===== src/rtl/disp_pkg.sv =====
`default_nettype none
// ============================================================================
// Module   : disp_pkg
// Brief    : Shared seven-segment display types and constants.
// Revision : 1.0 - initial release
// ============================================================================
package disp_pkg;

    localparam int SEG_W  = 7;
    localparam int DIGITS = 8;

    typedef logic [3:0]       nibble_t;
    typedef logic [SEG_W-1:0] seg_t;

    // All segments off (active-low)
    localparam seg_t SEG_BLANK = 7'h7F;

endpackage
`default_nettype wire


===== src/rtl/hex7seg.sv =====
`default_nettype none
// ============================================================================
// Module   : hex7seg
// Brief    : Nibble to active-low {g,f,e,d,c,b,a} hex glyph decoder.
// Revision : 1.0 - initial release
// ============================================================================
module hex7seg
    import disp_pkg::*;
(
    input  nibble_t i_nibble,
    output seg_t    o_seg
);

    always_comb begin
        o_seg = SEG_BLANK;
        case (i_nibble)
            4'h0: o_seg = 7'b1000000;
            4'h1: o_seg = 7'b1111001;
            4'h2: o_seg = 7'b0100100;
            4'h3: o_seg = 7'b0110000;
            4'h4: o_seg = 7'b0011001;
            4'h5: o_seg = 7'b0010010;
            4'h6: o_seg = 7'b0000010;
            4'h7: o_seg = 7'b1111000;
            4'h8: o_seg = 7'b0000000;
            4'h9: o_seg = 7'b0010000;
            4'hA: o_seg = 7'b0001000;
            4'hB: o_seg = 7'b0000011;
            4'hC: o_seg = 7'b1000110;
            4'hD: o_seg = 7'b0100001;
            4'hE: o_seg = 7'b0000110;
            4'hF: o_seg = 7'b0001110;
            default: o_seg = SEG_BLANK;
        endcase
    end

endmodule
`default_nettype wire


===== src/rtl/digit_bank_scan.sv =====
`default_nettype none
// ============================================================================
// Module   : digit_bank_scan
// Brief    : Captures demuxed nibbles into an 8-digit bank and scans them
//            onto a common-anode seven-segment display.
// Revision : 1.0 - initial release
// ============================================================================
module digit_bank_scan
    import disp_pkg::*;
#(
    parameter  int REFRESH_DIV = 100000,
    localparam int CNT_W       = $clog2(REFRESH_DIV)
) (
    input  logic       clk,
    input  logic       reset,
    input  logic       we,
    input  logic [2:0] sel,
    input  logic [3:0] D0,
    input  logic [3:0] D1,
    input  logic [3:0] D2,
    input  logic [3:0] D3,
    input  logic [3:0] D4,
    input  logic [3:0] D5,
    input  logic [3:0] D6,
    input  logic [3:0] D7,
    input  logic [7:0] blank,
    output logic [7:0] an,
    output logic [6:0] seg,
    output logic       dp,
    output logic [2:0] scan_idx
);

    localparam seg_t       c_seg_zero = 7'b1000000;
    localparam logic [7:0] c_an_rst   = 8'b1111_1110;

    nibble_t          w_din [DIGITS];
    nibble_t          r_bank [DIGITS];
    logic [CNT_W-1:0] r_div;
    logic [2:0]       r_scan;
    logic [7:0]       r_an;
    seg_t             r_seg;

    nibble_t          w_cur;
    seg_t             w_seg;
    logic [7:0]       w_an;
    logic             w_div_wrap;

    assign w_din[0] = D0;
    assign w_din[1] = D1;
    assign w_din[2] = D2;
    assign w_din[3] = D3;
    assign w_din[4] = D4;
    assign w_din[5] = D5;
    assign w_din[6] = D6;
    assign w_din[7] = D7;

    assign w_div_wrap = (r_div == CNT_W'(REFRESH_DIV - 1));
    assign w_cur      = r_bank[r_scan];
    assign w_an       = blank[r_scan] ? 8'hFF : ~(8'b1 << r_scan);

    hex7seg u_dec (
        .i_nibble (w_cur),
        .o_seg    (w_seg)
    );

    // Outputs are registered from the pre-edge scan index and bank, so an
    // and seg always move together one cycle after the state they show.
    always_ff @(posedge clk) begin
        if (reset) begin
            for (int i = 0; i < DIGITS; i++) begin
                r_bank[i] <= '0;
            end
            r_div  <= '0;
            r_scan <= '0;
            r_an   <= c_an_rst;
            r_seg  <= c_seg_zero;
        end else begin
            if (we) begin
                r_bank[sel] <= w_din[sel];
            end
            if (w_div_wrap) begin
                r_div  <= '0;
                r_scan <= r_scan + 3'd1;
            end else begin
                r_div <= r_div + CNT_W'(1);
            end
            r_an  <= w_an;
            r_seg <= w_seg;
        end
    end

    assign an       = r_an;
    assign seg      = r_seg;
    assign dp       = 1'b1;
    assign scan_idx = r_scan;

endmodule
`default_nettype wire


===== config.mk =====
export PLATFORM = sky130hd
export DESIGN_NAME = digit_bank_scan
export DESIGN_NICKNAME = d
export VERILOG_FILES = /design/src/rtl/disp_pkg.sv /design/src/rtl/hex7seg.sv /design/src/rtl/digit_bank_scan.sv
export SDC_FILE = /design/constraint.sdc
export NUM_CORES = 1
export LEC_CHECK = 0
export BUFFER_PORTS_ARGS = -buffer_cell sky130_fd_sc_hd__buf_2
export CELL_PAD_IN_SITES_DETAIL_PLACEMENT = 0
export CELL_PAD_IN_SITES_GLOBAL_PLACEMENT = 1
export CORE_MARGIN = 2
export CORE_UTILIZATION = 30
export DETAILED_ROUTE_END_ITERATION = 8
export MAX_ROUTING_LAYER = met4
export PLACE_DENSITY_LB_ADDON = 0.1
export SLEW_MARGIN = 20
export SYNTH_ARGS = -nofsm -noshare
export SYNTH_HDL_FRONTEND = slang
export SYNTH_SLANG_ARGS = --single-unit

===== constraint.sdc =====
create_clock -name clk -period 2.8 [get_ports clk]
set_input_delay 0.28 -clock clk [delete_from_list [all_inputs] [get_ports clk]]
set_output_delay 0.28 -clock clk [all_outputs]
set_load 0.01 [all_outputs]

==> qor.csv <==
metric;value;unit
Power Dens Cells;573;nW/um2
crit path time final;2.21;ns
WS Path Type;reg2reg;
post-route ant nets;0;
residual DRC count;0;
TritonRoute pass-1 iters;4;
number of global-route vias before repair;2422;
dominant cell type by area after synthesis;edfxtp_1;
GPL Wtd Cong;0.748;
first-pass GRT wire length;12.0;mm
Seq/Total Area, Yosys;0.506;
Area growth syn-to-layout;22.2;%
Worst Hold End;r_div[2]$_SDFF_PP0_;
Die ar.;12200;um2
H-tree depth;3;
CP Max Fanout;6;
Setup crit end kind;flop;
grt ovf;0;
placed insts;498;
synth top area cells;edfxtp_1 (28%), dfxtp_1 (22%), mux4_2 (7.9%);
most common cell in the netlist;nor2_1;
period utilization;0.790;
# clock sinks;70;
clock latency on the worst-skew pair;0.33;ns
Area after DPL;3880;um2
Syn Nets;358;
Synth Instances;299;
Finished Layout Cells;514;
worst slew pin tran;0.561;ns
vias per cell;4.61;
First DRT Iteration DRCs;111;
max-slew violation count;0;
final instance area;4160;um2
reg2reg end;seg[2]$_SDFF_PP0_;
number of gates resized after cts;0;
worst reg2reg path depth;6;
Main synth FF type;dfxtp_1;
R2R Setup Slk;0.59;ns
Worst Hold Launch;reset;
Die Y;110;um
CP Launch Type;flop;
initial antenna violation count;0;
Routed WL;6.95;mm
CTS max path bufs;2;
number of I/O pins;65;
Layout Utilization;0.380;
mapped cell area;3400;um2
Initial Util;0.311;
DR WL/cell;13.5;um
worst vdd ir;0.000255;V
Slew HR;0.626;
synth cell count leaders;nor2_1 (66), dfxtp_1 (38), edfxtp_1 (32);
total CTS buffers;9;
number of synthesized flops with an enable pin;32;
Rows;38;
RSZ-0062 raised after global routing;no;
total track usage;0.125;
# diodes;0;
CP arrival;2.46;ns
CTS tree;built;
Fmax;0.452;GHz
number of synthesized register bits;70;
Port Buffers;63;
yosys warns;0;
leakage dissipation;1.64;nW
Hold Path Stages;2;
total power;0.00238;W
Fin. Hold Viols;0;
die width;110;um
share of flip-flops with an asynchronous set or reset;0;
nets;428;
CORE AREA;10900;um2
vias;2372;
hpwl dp;5.23;mm
total setup buffers inserted after CTS;0;
HP Class;in2reg;
status;complete, no violations;
Mapped Avg Cell Area;11.4;um2
top-area cell type share of the netlist area;0.283;
layout cells sized above 1;0.281;
setup TNS;0;ns
Hold Buf Count CTS;0;
pin count of the biggest net entering global routing;19;
post-synth cell types;41;
Max-cap violations;0;
Worst-path clk slew;0.05;ns
Fin Clk Skew;0.00518;ns
Root Driver;clkbuf_16;
data required time at the worst endpoint;3.05;ns
Setup violations, final;0;
## final cells by class
class,instances,area [um2]
Fill cell,1120,6780
Sequential cell,70,1720
Multi-Input combinational cell,203,1550
Timing Repair Buffer,72,383
Clock buffer,15,268
Tap cell,140,175
Inverter,13,48.8
Clock inverter,1,6.26
## per-stage QoR
step           worst slack (ns)  hold WS [ns]
3_5_place_dp              0.589         0.446
2_1_floorplan             0.514         0.417
5_1_grt                   0.429         0.385
3_3_place_gp              0.611         0.434
4_1_cts                   0.580         0.363
6_report                  0.588         0.369
## sequential cells by signal, summed over array words and instances (netlist names), named ones only
register,cells
an,8
r_bank,32
r_div,17
scan_idx,3
seg,7
## kinds of logic after synthesis
kind of cell             after synthesis  share of synthesized area
other                                  1                    0.00110
adder cells (fa/ha/maj)               13                     0.0478
AO/OA/AOI/OAI                         10                     0.0239
buffers and inverters                 26                     0.0368
XOR/XNOR                              17                     0.0438
AND/OR/NAND/NOR                      128                      0.172
flip-flops                            70                      0.506
multiplexers                          34                      0.169
## critical path, stage by stage, from the launching register on
cell,delay [ns]
dfxtp_1,0.47
mux4_1,0.62
mux2i_2,0.18
inv_1,0.08
ha_1,0.19
or3_2,0.47
a21oi_1,0.14
## where the power goes
| group | leakage (nW) | internal, W | switching [W] |
|---|---|---|---|
| registers | 0.615 | 0.00111 | 0.0000161 |
| logic | 0.894 | 0.000104 | 0.000114 |
| clock network | 0.134 | 0.000649 | 0.000387 |
## metal layers
layer  up-vias  global-route usage  part of all wire
met5         -                   -                 0
met4         0              0.0550             0.020
met3        13              0.0291             0.054
met2        78               0.180              0.43
met1      1094               0.168              0.50
li1       1187                   -                 -
## layout by cell type, fill, tap and decap left out, types with 2 or more instances in the layout
cell,Yosys,layout
inv_1,12,12
clkbuf_16,0,9
xnor2_1,9,9
a22o_1,2,2
nor3_1,3,3
mux4_1,4,4
nor2_1,66,66
buf_4,2,9
dfxtp_1,38,38
nand4_1,4,4
and4_1,2,2
nor2b_1,5,5
xor2_1,8,8
mux2i_1,15,15
nand2_1,25,25
a32o_1,2,2
nand3_1,10,10
nand3b_1,2,2
a21oi_1,3,3
and3_1,3,3
ha_1,13,13
clkbuf_1,5,4
buf_2,4,63
mux4_2,12,12
clkbuf_8,0,2
edfxtp_1,32,32
## how the worst max path moves through the flow
stage / from / end / slack, ns / cells past startpoint
final: flop / seg[2]$_SDFF_PP0_ / 0.59 / 6
after global routing: flop / seg[2]$_SDFF_PP0_ / 0.43 / 6
after CTS: flop / seg[2]$_SDFF_PP0_ / 0.58 / 6
after detailed placement: flop / seg[2]$_SDFF_PP0_ / 0.59 / 6
after global placement: flop / seg[2]$_SDFF_PP0_ / 0.61 / 6
after floorplan: flop / seg[2]$_SDFF_PP0_ / 0.51 / 7
No activity file was read; power rests on OpenSTA's default activity.
